`config.mk`:
```
export PLATFORM = sky130hd
export DESIGN_NAME = mode_sequencer
export DESIGN_NICKNAME = d
export VERILOG_FILES = /design/src/rtl/mode_sequencer_pkg.sv /design/src/rtl/mode_sequencer_frame_counter.sv /design/src/rtl/mode_sequencer.sv
export SDC_FILE = /design/constraint.sdc
export NUM_CORES = 1
export LEC_CHECK = 0
export ABC_AREA = 1
export CORE_ASPECT_RATIO = 0.9
export CORE_MARGIN = 2
export CORE_UTILIZATION = 47
export DETAILED_ROUTE_END_ITERATION = 8
export GPL_TIMING_DRIVEN = 0
export PLACE_DENSITY = 0.77
export SLEW_MARGIN = 20
export SYNTH_ARGS = -nofsm -noshare
export SYNTH_HDL_FRONTEND = slang
export SYNTH_SLANG_ARGS = --single-unit
```
`constraint.sdc`:
```
create_clock -name Clk -period 1.7 [get_ports Clk]
set_input_delay 0.51 -clock Clk [delete_from_list [all_inputs] [get_ports Clk]]
set_output_delay 0.51 -clock Clk [all_outputs]
set_load 0.02 [all_outputs]
```
`src/rtl/mode_sequencer_pkg.sv`:
```
// rtl/mode_sequencer_pkg.sv - shared mode encodings, bus constants and state type
//
// Holds the video mode codes, the configuration bus address of the VGA timing
// block, the default configuration bus width and the sequencer state type.
package mode_sequencer_pkg;

    localparam int CFG_WIDTH_DEFAULT = 2;

    typedef enum logic [1:0] {
        MODE_640X480  = 2'b00,
        MODE_800X600  = 2'b01,
        MODE_1024X768 = 2'b10,
        MODE_INVALID  = 2'b11
    } mode_e;

    // Configuration bus address of the VGA timing registers.
    localparam logic [1:0] CFG_ADDR_VGA = 2'b10;

    typedef enum logic [2:0] {
        ST_IDLE     = 3'd0,
        ST_WAIT_FE  = 3'd1,
        ST_WRITE    = 3'd2,
        ST_WAIT_ACK = 3'd3,
        ST_SETTLE   = 3'd4
    } state_e;

    function automatic logic mode_is_valid(input logic [1:0] mode);
        return mode != MODE_INVALID;
    endfunction

endpackage

```
`src/rtl/mode_sequencer_frame_counter.sv`:
```
// rtl/mode_sequencer_frame_counter.sv - counts Frame_end pulses while a new mode settles
//
// Ports:
//   clk_i     clock
//   resetn_i  synchronous active-low reset
//   clear_i   restart the count (asserted on the cycle SETTLE is entered)
//   inc_i     one Frame_end seen while settling
//   hit_o     this increment is the TARGET-th one; constant 1 when TARGET = 0
module frame_counter #(
    parameter int TARGET = 2
) (
    input  logic clk_i,
    input  logic resetn_i,
    input  logic clear_i,
    input  logic inc_i,
    output logic hit_o
);

    localparam int CW = (TARGET > 1) ? $clog2(TARGET) : 1;
    localparam logic [CW-1:0] LAST = (TARGET > 1) ? CW'(TARGET - 1) : '0;

    logic [CW-1:0] count_q;
    logic [CW-1:0] count_d;

    // With TARGET = 0 the settle phase needs no frames, so it completes at once.
    assign hit_o = (TARGET == 0) ? 1'b1 : (inc_i && (count_q == LAST));

    always_comb begin
        count_d = count_q;
        if (clear_i || hit_o) begin
            count_d = '0;
        end else if (inc_i) begin
            count_d = count_q + 1'b1;
        end
    end

    always_ff @(posedge clk_i) begin
        if (!resetn_i) begin
            count_q <= '0;
        end else begin
            count_q <= count_d;
        end
    end

endmodule

```
`src/rtl/mode_sequencer.sv`:
```
// rtl/mode_sequencer.sv - sequences a video mode change through blanking and a config write
//
// Ports:
//   Clk, Rst (sync, active-low)
//   Req_valid/Req_mode/Req_ready  mode change request handshake
//   Frame_end                     vertical blank start pulse from the timing generator
//   Load_config                   load acknowledge from the configuration block
//   Cfg_valid/Cfg_addr/Cfg_data   configuration bus write
//   Blank                         force RGB to black
//   Cur_mode                      currently loaded mode
//   Busy                          mode change in progress
//   Err                           sticky error (invalid request or ack timeout)
module mode_sequencer
    import mode_sequencer_pkg::*;
#(
    parameter int CONFIG_WIDTH  = CFG_WIDTH_DEFAULT,
    parameter int SETTLE_FRAMES = 2,
    parameter int ACK_TIMEOUT   = 15
) (
    input  logic                    Clk,
    input  logic                    Rst,
    input  logic                    Req_valid,
    input  logic [1:0]              Req_mode,
    output logic                    Req_ready,
    input  logic                    Frame_end,
    input  logic                    Load_config,
    output logic                    Cfg_valid,
    output logic [CONFIG_WIDTH-1:0] Cfg_addr,
    output logic [CONFIG_WIDTH-1:0] Cfg_data,
    output logic                    Blank,
    output logic [1:0]              Cur_mode,
    output logic                    Busy,
    output logic                    Err
);

    localparam int TW = (ACK_TIMEOUT > 1) ? $clog2(ACK_TIMEOUT) : 1;
    localparam logic [TW-1:0] ACK_LAST = (ACK_TIMEOUT > 1) ? TW'(ACK_TIMEOUT - 1) : '0;

    state_e        state_q, state_d;
    logic [1:0]    cur_mode_q, cur_mode_d;
    logic [1:0]    target_q, target_d;
    logic          err_q, err_d;
    logic [TW-1:0] timer_q, timer_d;

    logic fc_clear;
    logic fc_inc;
    logic fc_hit;

    // Only pulses seen while actually settling count; pulses in WRITE/WAIT_ACK are dropped.
    assign fc_inc = (state_q == ST_SETTLE) && Frame_end;

    frame_counter #(
        .TARGET (SETTLE_FRAMES)
    ) u_frame_counter (
        .clk_i    (Clk),
        .resetn_i (Rst),
        .clear_i  (fc_clear),
        .inc_i    (fc_inc),
        .hit_o    (fc_hit)
    );

    always_comb begin
        state_d    = state_q;
        cur_mode_d = cur_mode_q;
        target_d   = target_q;
        err_d      = err_q;
        timer_d    = timer_q;
        fc_clear   = 1'b0;

        case (state_q)
            ST_IDLE: begin
                // Frame_end is not looked at here, so a pulse on the accepting
                // cycle cannot advance WAIT_FE.
                if (Req_valid) begin
                    if (!mode_is_valid(Req_mode)) begin
                        err_d = 1'b1;
                    end else if (Req_mode == cur_mode_q) begin
                        err_d = 1'b0;
                    end else begin
                        target_d = Req_mode;
                        err_d    = 1'b0;
                        state_d  = ST_WAIT_FE;
                    end
                end
            end
            ST_WAIT_FE: begin
                if (Frame_end) begin
                    state_d = ST_WRITE;
                end
            end
            ST_WRITE: begin
                timer_d = '0;
                state_d = ST_WAIT_ACK;
            end
            ST_WAIT_ACK: begin
                // timer_q counts completed WAIT_ACK cycles; the last allowed
                // cycle without an ack gives up and flags the error.
                if (Load_config) begin
                    cur_mode_d = target_q;
                    fc_clear   = 1'b1;
                    state_d    = ST_SETTLE;
                end else if ((ACK_TIMEOUT <= 1) || (timer_q == ACK_LAST)) begin
                    err_d   = 1'b1;
                    state_d = ST_IDLE;
                end else begin
                    timer_d = timer_q + 1'b1;
                end
            end
            ST_SETTLE: begin
                if (fc_hit) begin
                    state_d = ST_IDLE;
                end
            end
            default: begin
                state_d = ST_IDLE;
            end
        endcase
    end

    always_ff @(posedge Clk) begin
        if (!Rst) begin
            state_q    <= ST_IDLE;
            cur_mode_q <= MODE_640X480;
            target_q   <= MODE_640X480;
            err_q      <= 1'b0;
            timer_q    <= '0;
        end else begin
            state_q    <= state_d;
            cur_mode_q <= cur_mode_d;
            target_q   <= target_d;
            err_q      <= err_d;
            timer_q    <= timer_d;
        end
    end

    // All outputs come from registers or a state decode; no input reaches an output.
    assign Req_ready = (state_q == ST_IDLE);
    assign Busy      = (state_q != ST_IDLE);
    assign Blank     = (state_q == ST_WRITE) || (state_q == ST_WAIT_ACK) || (state_q == ST_SETTLE);
    assign Cfg_valid = (state_q == ST_WRITE);
    assign Cfg_addr  = (state_q == ST_WRITE) ? CONFIG_WIDTH'(CFG_ADDR_VGA) : '0;
    assign Cfg_data  = (state_q == ST_WRITE) ? CONFIG_WIDTH'(target_q) : '0;
    assign Cur_mode  = cur_mode_q;
    assign Err       = err_q;

endmodule

```
* Yosys cells after proc, flatten, opt, wreduce, memory -nomap -nowiden
Index checks and enable logic that the tools add are counted.
Storage, ports and cells: flip-flop bits (word level) 13, latch bits 0, memory bits (writable) 0, ROM bits 0, input port bits 7, output and inout bits 11, memories kept 0
Cells by class: $add $sub $neg 2, multipliers 0, divide/modulo/power cells 0, order comparisons 0, equality and inequality tests 16, shifts and indexed selects 0, mux-type cells 20, bitwise operators 2, reduce and logical (&&, ||, !) cells 15
Operators with widths (number):
- $mux W3 | 7
- $pmux W3 S5 | 1
- $ne A2 B2 Y1 const B | 7
- $mux W4 | 2
- $pmux W4 S2 | 1
- $reduce_and A4 Y1 | 2
- $eq A3 B2 Y1 const B | 2
- $mux W1 | 6
- $reduce_and A6 Y1 | 1
- $add A4 B1 Y4 const B | 1
- $eq A4 B4 Y1 const B | 1
- $mux W2 | 2
- $ne A2 B1 Y1 const B | 2
- $reduce_bool A2 Y1 | 2
- $eq A3 B1 Y1 const B | 1
- $eq A3 B3 Y1 const B | 1
- $logic_not A3 Y1 | 1
- $logic_or A1 B1 Y1 | 3
- $ne A3 B3 Y1 const B | 1
- $reduce_and A3 Y1 | 1
- $reduce_bool A3 Y1 | 1
- $eq A2 B2 Y1 | 1
- $logic_and A1 B1 Y1 | 2
- $not A1 Y1 | 2
- other kinds (4) | 4

* Logic depth before layout (Yosys ltp)
depth after elaboration 5, gate-level depth with buffers 9, gate-level depth less buffers 9

* Modules after synthesis
A second synthesis with hierarchy kept.
Unflattened totals: cell total of the unflattened synthesis 119, area, all modules 743.2 um^2
Modules (own cells, without submodules):
- mode_sequencer | instances 1, cells an instance 112, area each 699.4 um^2, seq. area each 240.2 um^2
- frame_counter | instances 1, cells an instance 7, area each 43.8 um^2, seq. area each 20.0 um^2

* Least setup slack after synthesis
Ideal clock, no wire load.
kind reg-to-output, start reg state_q[1], end out Cfg_data[0], arrival 1.334 ns, data required time 1.190 ns, setup slack -0.144 ns, stages on the path, launching flop included 7, cell sequence dfxtp_1 inv_1 nor2_1 inv_1 nor2_1 inv_2 nor2_1
Between the ends: word-level cells in the longest chain between the ends 2
RTL lines:
- from (decl) | RTL line mode_sequencer.sv:39 | state_e state_q, state_d;
- from (signal assigned) | RTL line mode_sequencer.sv:128 | state_q <= state_d;
- $eq A3 B2 Y1
- via Cfg_valid | RTL line mode_sequencer.sv:27 | output logic Cfg_valid,
- $mux W2 | RTL line mode_sequencer.sv:142 | assign Cfg_data = (state_q == ST_WRITE) ? CONFIG_WIDTH'(target_q) : '0;
- to (decl) | RTL line mode_sequencer.sv:29 | output logic [CONFIG_WIDTH-1:0] Cfg_data,
The timed path passes the listed nets, and every way through them passes these cells.

* Worst setup path after layout
start reg state_q[2], end out Cfg_data[1]
Between the ends: word-level cells in the longest chain between the ends 2
RTL lines (RTL line):
- $eq A3 B2 Y1 | mode_sequencer.sv:142
- $mux W2 | mode_sequencer.sv:142
Every way passes these cells.

==> results.sh <==
export IMPL_mostFrequentLayoutCell="nand2_1"
export IMPL_grt_pass1_vias=646
export IMPL_crit_slowest_cell="dfxtp_4"
export IMPL_timing_rr_end="timer_q[3]$_SDFFE_PN0P_"
export IMPL_num_rows=13
export IMPL_cts_made_buffers=3
export IMPL_final_util_pct=67.50
export IMPL_viasPerCell=5.020
export IMPL_synth_seq_cells=13
export IMPL_synth_area_mux_share_pct=0
export IMPL_firstDrtPassIters=4
export IMPL_htree_levels=1
export IMPL_synth_compound_area_share_pct=15.95
export IMPL_min_from="u_frame_counter.count_q$_SDFFE_PP0N_"
export IMPL_start_kind="flop"
export IMPL_grt_pass1_wl_mm=2.546
export IMPL_critPathKind="reg2out"
export IMPL_antenna_found_initial=0
export IMPL_path_common_cell="nor2_4"
export IMPL_diodes=0
export IMPL_synthesis_area_um2=729.5
export IMPL_syn_area_per_cell_um2=6.692
export IMPL_synth_top_area_share_pct=35.68
export IMPL_finalMaxSlewViolations=0
export IMPL_cp_max_fo=5
export IMPL_final_cell_mix="20 x nand2_1, 18 x inv_1, 13 x a21oi_1, 10 x dfxtp_1, 10 x nand3_1"
export IMPL_wl_mm=1.621
export IMPL_clock_sinks=13
export IMPL_synth_nets=118
export IMPL_die_h_um=41.38
export IMPL_period_needed_ps=1697
export IMPL_cts_tree="done"
export IMPL_synth_area_leaders="dfxtp_1 36%, inv_1 10%, nand2_1 10%"
export IMPL_r2r_start="timer_q[0]$_SDFFE_PN0P_"
export IMPL_synthXorXnorAreaFrac_pct=1.201
export IMPL_place_inst=140
export IMPL_reg2regPathDepth=8
export IMPL_ys_warn_count=0
export IMPL_syn_inst=109
export IMPL_vias=748
export IMPL_rsz0062_at_grt="true"
export IMPL_drv_cap=0
export IMPL_fmax_mhz=589.3
export IMPL_ant_nets=0
export IMPL_status="finished clean"
export IMPL_worstPathCellList="nor2_4 -> inv_2 -> nor2_4 -> inv_4 -> nor2_1 -> buf_4"
export IMPL_setup_violations=0
export IMPL_hold_depth=1
export IMPL_track_usage_pct=19.19
export IMPL_synthSimpleGateAreaFrac_pct=30.36
export IMPL_finalHoldViolations=0
export IMPL_required_ps=1190
export IMPL_wl_per_cell_um=10.88
export IMPL_regToRegSetupSlack_ps=330
export IMPL_grt_overflow=0
export IMPL_synthAdderAreaFrac_pct=3.431
export IMPL_ys_types=19
export IMPL_path_buf_inv=3
export IMPL_initial_utilization_pct=50.39
export IMPL_area_growth_pct=33.96
export IMPL_synth_largest_area_cell="dfxtp_1"
export IMPL_skew_ps=5.933
export IMPL_yosysSeqAreaShare_pct=35.68
export IMPL_die_area_um2=1884
export IMPL_critical_path_top_delay_family="flip-flops"
export IMPL_hp_class="reg2reg"
export IMPL_holdWs_ps=461.5
export IMPL_fin_crit_sh_pct=99.82
export IMPL_power_density_nw_per_um2=786.8
export IMPL_irDropWorstVdd_v=0.0005798
export IMPL_clk_pin_slew_ps=70
export IMPL_port_buffers=16
export IMPL_nNetsFinal=144
export IMPL_clock_latency_ps=270
export IMPL_pin_count=18
export IMPL_chipWidth_um=45.53
export IMPL_cts_root_buf="clkbuf_4"
export IMPL_drtIter0Drc=17
export IMPL_drive_above_1_share_pct=23.88
export IMPL_clk_path_buf_depth=2
export IMPL_drc_errors=0
export IMPL_core_area_um2=1448
export IMPL_worstPathArrival_ps=1190
export IMPL_dp_hpwl_mm=1.210
export IMPL_holdPathEnd="u_frame_counter.count_q$_SDFFE_PP0N_"
export IMPL_power_leakage_nw=0.4564
export IMPL_gp_congestion=0.8365
export IMPL_crit_path_end_kind="primary output"
export IMPL_final_cells=149
export IMPL_slowest_delay_ps=360
export IMPL_synth_top_family_by_area="simple AND/OR/NAND/NOR gates"
export IMPL_grt_start_max_net_pins=9
-- registers in the layout (all words and copies together) (netlist names) --
| signal | count |
|---|---|
| u_frame_counter.count_q | 1 |
| Err | 1 |
| timer_q | 4 |
| state_q | 3 |
| target_q | 2 |
| Cur_mode | 2 |
-- cell type report --
type,instances,area [µm²]
flip-flops and latches,13,266.5
fillers,133,470.5
multi-input cells,73,392.9
repair buffers,22,183.9
plain buffers,1,7.507
well taps,15,18.77
clock buffers,4,26.28
inverters,21,81.33
-- logic make-up (layout without fill, tap and decap cells) --
family,Yosys count,in the layout
xor+xnor,1,1
fa+ha+maj,2,2
simple gates,47,47
flops,13,13
compound gates,22,22
buf+inv,23,48
other cells,1,1
-- layer usage --
| metal | vias up | track usage (%) | wire length [µm] |
|---|---|---|---|
| met2 | 17 | 35.56 | 798 |
| met4 | 0 | 4.412 | 0 |
| met1 | 338 | 22.31 | 729 |
| li1 | 393 | - | - |
| met5 | - | 0 | 0 |
| met3 | 0 | 5.172 | 93 |
-- metrics by stage --
step                      setup TNS, ps  setup WS (ps)  total power, mW  cell area (µm²)
after global routing             -102.2         -49.61           0.8209            977.2
final                                 0          3.017           0.7688            977.2
after floorplan                  -5.791         -2.896           0.4863            732.0
after detailed placement          -1328         -289.8           0.5769            910.9
after CTS                        -236.7         -83.98           0.7662            948.4
after global placement            -1188         -283.1           0.5730            910.9
-- synth_stat cells --
cell / n
nand2_1: 20
a21oi_2: 1
dfxtp_1: 13
o21ai_0: 7
nand3_1: 10
nand2_2: 2
ha_1: 2
buf_4: 2
inv_2: 1
nand4_1: 2
a211oi_1: 1
inv_1: 20
nand3_2: 2
xor2_1: 1
nor2_1: 9
a21oi_1: 13
conb_1: 1
or2_1: 1
nor2_4: 1
-- worst reg2reg max path, delay by kind of cell (launching register included) --
family	cells	cell delay [ps]
simple gates	4	450
fa+ha+maj	1	200
flops	1	380
buf+inv	2	150
compound gates	1	60
-- what timing repair did --
action,CTS,global route
resized for setup,32,14
endpoints found under the setup margin,10,7
pin swaps,3,3
hold buffers,0,0
buffers inserted,4,2
cloned,0,0
-- report_power, final --
part	internal, mW	total (mW)	switching, mW
clock	0.0909	0.187	0.0964
sequential	0.323	0.343	0.0198
combinational	0.0983	0.239	0.141
total	0.512	0.769	0.257
-- worst max-delay path by stage --
stage / from / to / depth (start not counted)
after floorplan: state_q[1]$_SDFFE_PN0P_ / Cfg_data[0] / 6
after global placement: state_q[1]$_SDFFE_PN0P_ / Cfg_data[1] / 7
after detailed placement: state_q[1]$_SDFFE_PN0P_ / Cfg_data[0] / 7
after CTS: state_q[1]$_SDFFE_PN0P_ / Cfg_data[1] / 7
after global routing: state_q[2]$_SDFFE_PN0P_ / Cfg_data[1] / 6
final: state_q[2]$_SDFFE_PN0P_ / Cfg_data[1] / 6
No activity file was read; power rests on OpenSTA's default activity.
